`config.mk`:
```
export PLATFORM = sky130hd
export DESIGN_NAME = turn_sequencer
export DESIGN_NICKNAME = d
export VERILOG_FILES = /design/src/rtl/turn_sequencer.sv
export SDC_FILE = /design/constraint.sdc
export NUM_CORES = 1
export LEC_CHECK = 0
export CELL_PAD_IN_SITES_DETAIL_PLACEMENT = 1
export CELL_PAD_IN_SITES_GLOBAL_PLACEMENT = 1
export CORE_MARGIN = 2
export CORE_UTILIZATION = 39
export CTS_CLUSTER_SIZE = 30
export DETAILED_ROUTE_END_ITERATION = 8
export GPL_TIMING_DRIVEN = 0
export HOLD_SLACK_MARGIN = 0.08
export PLACE_DENSITY_LB_ADDON = 0.05
export SYNTH_ARGS = -nofsm -noshare
export SYNTH_HDL_FRONTEND = slang
export SYNTH_SLANG_ARGS = --single-unit
```
`constraint.sdc`:
```
create_clock -name clk_in -period 2.1 [get_ports clk_in]
set_clock_uncertainty 0.15 [all_clocks]
set_input_delay 0.21 -clock clk_in [delete_from_list [all_inputs] [get_ports clk_in]]
set_output_delay 0.21 -clock clk_in [all_outputs]
set_load 0.02 [all_outputs]
```
`src/rtl/turn_sequencer.sv`:
```
// Turn sequencer for one networked Go game: local move entry, board update, tx, then wait for the opponent.
// Optional macro RX_TIMEOUT_EN adds the REMOTE_WAIT timeout / retransmit / link-error path.
module turn_sequencer #(
  parameter int TX_CYCLES   = 1_408_368,
  parameter int RX_TIMEOUT  = 130_000_000,
  parameter int MAX_RETRIES = 3
) (
  input  logic       clk_in,
  input  logic       rst_in,
  input  logic       start_in,
  input  logic       local_black,
  input  logic       move_avail,
  input  logic [7:0] move_in,
  input  logic       board_ready,
  input  logic       rx_ready,
  input  logic       rx_pass,
  output logic       upd_start,
  output logic [7:0] upd_move,
  output logic       turn,
  output logic       tx_trigger,
  output logic       my_turn,
  output logic       illegal_move,
  output logic       game_over,
  output logic       link_err,
  output logic [2:0] state_out
);

  localparam logic [2:0] IDLE        = 3'd0;
  localparam logic [2:0] LOCAL_WAIT  = 3'd1;
  localparam logic [2:0] UPDATE      = 3'd2;
  localparam logic [2:0] TX          = 3'd3;
  localparam logic [2:0] REMOTE_WAIT = 3'd4;
  localparam logic [2:0] GAME_OVER   = 3'd5;
  localparam logic [2:0] ERROR       = 3'd6;

  localparam int TXW = $clog2(TX_CYCLES + 1);
  localparam logic [TXW-1:0] TX_LAST = TXW'(TX_CYCLES);
  localparam logic [7:0] PASS_MOVE = 8'hFF;

  logic [2:0]     state_q, state_d;
  logic           start_prev_q;
  logic [1:0]     streak_q, streak_d;
  logic [TXW-1:0] tx_cnt_q, tx_cnt_d;
  logic [7:0]     upd_move_q, upd_move_d;
  logic           turn_q, turn_d;
  logic           upd_start_q, upd_start_d;
  logic           illegal_q, illegal_d;
  logic           tx_trigger_q, my_turn_q, game_over_q;

`ifdef RX_TIMEOUT_EN
  localparam int WW = $clog2(RX_TIMEOUT);
  localparam int RW = $clog2(MAX_RETRIES + 1);
  localparam logic [WW-1:0] WAIT_LAST = WW'(RX_TIMEOUT - 1);
  localparam logic [RW-1:0] RETRY_MAX = RW'(MAX_RETRIES);

  logic [WW-1:0] wait_cnt_q, wait_cnt_d;
  logic [RW-1:0] retry_q, retry_d;
  logic          link_err_q;
`endif

  always_comb begin
    state_d     = state_q;
    streak_d    = streak_q;
    tx_cnt_d    = '0;
    upd_move_d  = upd_move_q;
    turn_d      = turn_q;
    upd_start_d = 1'b0;
    illegal_d   = 1'b0;
`ifdef RX_TIMEOUT_EN
    wait_cnt_d  = '0;
    retry_d     = retry_q;
`endif
    case (state_q)
      IDLE: begin
        if (start_in && !start_prev_q) begin
          turn_d  = local_black;
          state_d = local_black ? LOCAL_WAIT : REMOTE_WAIT;
        end
      end
      LOCAL_WAIT: begin
        if (move_avail) begin
          if (move_in == PASS_MOVE) begin
            streak_d = streak_q + 2'd1;
            state_d  = (streak_q == 2'd1) ? GAME_OVER : TX;
          end else if (move_in[7:4] > 4'd8 || move_in[3:0] > 4'd8) begin
            illegal_d = 1'b1;
          end else begin
            upd_move_d  = move_in;
            upd_start_d = 1'b1;
            streak_d    = 2'd0;
            state_d     = UPDATE;
          end
        end
      end
      UPDATE: begin
        // The updater cannot be done in the cycle it is being started.
        if (board_ready && !upd_start_q) state_d = TX;
      end
      TX: begin
        if (tx_cnt_q == TX_LAST) state_d = REMOTE_WAIT;
        else tx_cnt_d = tx_cnt_q + TXW'(1);
      end
      REMOTE_WAIT: begin
        if (rx_ready) begin
`ifdef RX_TIMEOUT_EN
          retry_d = '0;
`endif
          if (rx_pass) begin
            streak_d = streak_q + 2'd1;
            state_d  = (streak_q == 2'd1) ? GAME_OVER : LOCAL_WAIT;
          end else begin
            streak_d = 2'd0;
            state_d  = LOCAL_WAIT;
          end
        end
`ifdef RX_TIMEOUT_EN
        else if (wait_cnt_q == WAIT_LAST) begin
          if (retry_q == RETRY_MAX) begin
            state_d = ERROR;
          end else begin
            retry_d = retry_q + RW'(1);
            state_d = TX;
          end
        end else begin
          wait_cnt_d = wait_cnt_q + WW'(1);
        end
`endif
      end
      default: ;  // GAME_OVER and ERROR hold until reset
    endcase
  end

  always_ff @(posedge clk_in) begin
    if (rst_in) begin
      state_q      <= IDLE;
      start_prev_q <= 1'b0;
      streak_q     <= 2'd0;
      tx_cnt_q     <= '0;
      upd_move_q   <= 8'h00;
      turn_q       <= 1'b0;
      upd_start_q  <= 1'b0;
      illegal_q    <= 1'b0;
      tx_trigger_q <= 1'b0;
      my_turn_q    <= 1'b0;
      game_over_q  <= 1'b0;
    end else begin
      state_q      <= state_d;
      start_prev_q <= start_in;
      streak_q     <= streak_d;
      tx_cnt_q     <= tx_cnt_d;
      upd_move_q   <= upd_move_d;
      turn_q       <= turn_d;
      upd_start_q  <= upd_start_d;
      illegal_q    <= illegal_d;
      tx_trigger_q <= (state_d == TX) && (state_q != TX);
      my_turn_q    <= (state_d == LOCAL_WAIT);
      game_over_q  <= (state_d == GAME_OVER);
    end
  end

`ifdef RX_TIMEOUT_EN
  always_ff @(posedge clk_in) begin
    if (rst_in) begin
      wait_cnt_q <= '0;
      retry_q    <= '0;
      link_err_q <= 1'b0;
    end else begin
      wait_cnt_q <= wait_cnt_d;
      retry_q    <= retry_d;
      link_err_q <= (state_d == ERROR);
    end
  end

  assign link_err = link_err_q;
`else
  logic unused_timeout_cfg;
  assign unused_timeout_cfg = ^{RX_TIMEOUT[0], MAX_RETRIES[0]};
  assign link_err = 1'b0;
`endif

  assign upd_start    = upd_start_q;
  assign upd_move     = upd_move_q;
  assign turn         = turn_q;
  assign tx_trigger   = tx_trigger_q;
  assign my_turn      = my_turn_q;
  assign illegal_move = illegal_q;
  assign game_over    = game_over_q;
  assign state_out    = state_q;

endmodule
```
==> results.json <==
{
  "status": "complete, no violations",
  "path_cells": "or4_4 > nor4_4 > buf_4 > nand4_1 > and3_4 > and3_4",
  "cts_tree": "done",
  "grt_pass1_wl_mm": 7.134,
  "antenna_cells": 0,
  "num_vias": 1618,
  "synth_edf_count": 0,
  "holdPathStages": 2,
  "p_leak_nw": 0.9263,
  "num_io_pins": 34,
  "grt_max_degree": 13,
  "synth_area_per_cell_sq_um": 9.067,
  "layout_min_cycle_time_ps": 2051,
  "viasPerCell": 5.025,
  "reg2reg_from": "tx_cnt_q[9]",
  "holdPathEnd": "streak_q[1]",
  "reg2reg_depth": 6,
  "syn_nets": 230,
  "synthArstFlopShare_pct": 0,
  "drv_slew": 0,
  "drt_iter0_drc": 58,
  "antenna_found_initial": 0,
  "rsz0062_at_grt": "true",
  "timing.rr.end": "tx_trigger",
  "drive_gt1_share_pct": 16.08,
  "synthCells": 211,
  "yosysWarnings": 0,
  "clock_path_buffers": 2,
  "yosys.cell_types.count": 50,
  "clk_pin_slew_ps": 80,
  "synth_top_cell_area_share_pct": 42.90,
  "final_cell_mix": "dfxtp_1 (39), nor2_1 (36), clkdlybuf4s50_1 (31)",
  "fin_crit_sh_pct": 97.66,
  "fmax_mhz": 487.6,
  "synth-seq-area-share_pct": 42.90,
  "grt_pass1_vias": 1538,
  "sw_frac_of_total_pct": 24.81,
  "cts_buffers": 5,
  "start_util_pct": 40.50,
  "critPathMaxStageDelay_ps": 530,
  "crit_arrival_ps": 2100,
  "place_ws_ps": -207.1,
  "worst_slack_ps": 49.04,
  "grt.total_usage_pct": 17.26,
  "wl_per_cell_um": 13.94,
  "dpl.hpwl_mm": 3.220,
  "max_cap_viol_count": 0,
  "timing.critical_path.mode_cell": "and3_4",
  "clkPwrFrac_pct": 35.8,
  "grt-ovfl-total": 0,
  "core-area_sq_um": 4723,
  "p_seq_share_pct": 50.5,
  "h-tree-depth": 2,
  "worstSkewPairLatency_ps": 300,
  "rows": 25,
  "yosysTopAreaCell": "dfxtp_1",
  "gp_congestion": 0.7194,
  "synth-main-ff-cell": "dfxtp_1",
  "irDropWorstVdd_uv": 419.2,
  "netlist_top_cells_area": "dfxtp_1 (43%), nor2_1 (7.1%), xor2_1 (6.9%), mux2i_1 (4.2%), nand4_1 (3.6%)",
  "port_buffers": 31,
  "slew_headroom_pct": 61.34,
  "critPathCaptureType": "flop",
  "tightest_slew_ps": 575.1,
  "p_total_w": 0.001598,
  "hp-class": "flop to flop",
  "dieArea_sq_um": 5482,
  "netlist_area_sq_um": 1913,
  "startpoint_type": "flop",
  "clock_sinks": 41,
  "critical-path-slowest-cell": "or4_4",
  "final_common_cell": "dfxtp_1",
  "hp-start": "streak_q[1]",
  "drc": 0,
  "crit_path_max_fanout": 4,
  "required_ps": 2150,
  "wl_mm": 4.488,
  "internal_power_w": 0.001202,
  "die_width_um": 74.04,
  "cts-root-buf": "clkbuf_8",
  "hold_viol": 0,
  "switchingPower_w": 0.0003966,
  "finalNetCount": 273,
  "synth-seq-cells": 41,
  "worst-setup-path-type": "flop to flop",
  "area_growth_pct": 31.07,
  "ant_nets": 0,
  "pwr-share-comb_pct": 13.6,
  "power_density_nw_per_um2": 637.5,
  "die_h_um": 74.04,
  "setup_viol": 0,
  "drt_pass1_iterations": 4,
  "ff2ff_setup_slack_ps": 50
}
==> synthesized netlist by cell type (2+ instances only) <==
library cell and n:
nand2_1 12, a31oi_1 2, and3_1 5, nand3_1 11, o31ai_1 2, ha_1 3, o21ai_0 5, xnor2_1 4
inv_1 6, a21oi_1 5, dfxtp_1 41, xor2_1 15, mux2i_1 8, and2_2 2, clkbuf_1 2, nor2_1 36
or3_1 2, nor3b_1 3, and4_1 4, nand4_1 11, buf_2 2, clkbuf_8 2
==> state kept, by name (all words and copies together), names as in the netlist, 2 cells and up <==
signal / count
state_out: 3
streak_q: 2
tx_cnt_q: 21
upd_move: 8
==> final cells by class <==
| cell class | instances | area (sq um) |
|---|---|---|
| Inverter | 7 | 26.28 |
| Multi-Input combinational cell | 155 | 1059 |
| Timing Repair Buffer | 36 | 350.3 |
| Sequential cell | 41 | 823.3 |
| Clock buffer | 7 | 96.34 |
| Tap cell | 67 | 83.83 |
| Clock inverter | 1 | 5.005 |
| Buffer | 8 | 63.81 |
| Fill cell | 559 | 2216 |
==> worst max-delay path, delay by kind of cell, from the launching register on <==
family                 cells  cell delay (ps)
and+or+nand+nor            5             1300
buffers and inverters      1              180
DFF                        1              320
==> what timing repair did <==
item,in CTS,in global routing
gates resized for setup,1,11
endpoints found under the setup margin,8,11
endpoints found under the hold margin,6,0
pin swaps,1,4
buffers inserted,1,3
hold buffers,1,0
==> worst max path at each step <==
| stage | startpoint | endpoint | slack, ps | cells after the start |
|---|---|---|---|---|
| after floorplan | tx_cnt_q[9] | my_turn | 160 | 6 |
| after global placement | tx_cnt_q[0] | tx_cnt_q[20] | -230 | 6 |
| after detailed placement | tx_cnt_q[0] | tx_cnt_q[20] | -210 | 6 |
| after CTS | tx_cnt_q[9] | tx_trigger | 20 | 6 |
| after global routing | tx_cnt_q[9] | tx_trigger | -50 | 6 |
| final | tx_cnt_q[9] | tx_trigger | 50 | 6 |
==> stage by stage <==
| stage | utilization [%] | hold slack (ps) | instances | cell area (sq um) | TNS, ps |
|---|---|---|---|---|---|
| global placement | 48.85 | 289.9 | 309 | 2307 | -1012 |
| finish | 53.09 | 301.9 | 322 | 2507 | 0 |
| floorplan | - | 188.2 | 211 | 1913 | 0 |
| CTS | 51.47 | 305.2 | 319 | 2431 | 0 |
| detailed placement | 48.85 | 293.3 | 309 | 2307 | -999.8 |
| global route | 53.09 | 325.2 | 322 | 2507 | -87.56 |
==> logic make-up after synthesis <==
| family | share of synthesized area, % |
|---|---|
| flops | 42.90 |
| compound gates | 7.979 |
| fa+ha+maj | 1.962 |
| buf+inv | 4.709 |
| xor+xnor | 8.699 |
| mux | 4.186 |
| simple gates | 29.37 |
| other cells | 0.1960 |
==> power by group through the flow <==
stage          Combinational (W)  Clock [W]  Sequential, W
6_report                0.000218   0.000573       0.000808
5_1_grt                 0.000236   0.000619       0.000810
3_5_place_dp            0.000197          0       0.000826
2_1_floorplan          0.0000880          0       0.000844
3_3_place_gp            0.000197          0       0.000825
4_1_cts                 0.000205   0.000592       0.000808
==> layer usage <==
layer	global-route usage, %	part of all wire [%]
met5	0	0
met4	6.667	1.5
met3	4.336	3.7
met2	29.37	48
met1	20.97	46
(Power assumes the default switching activity.)
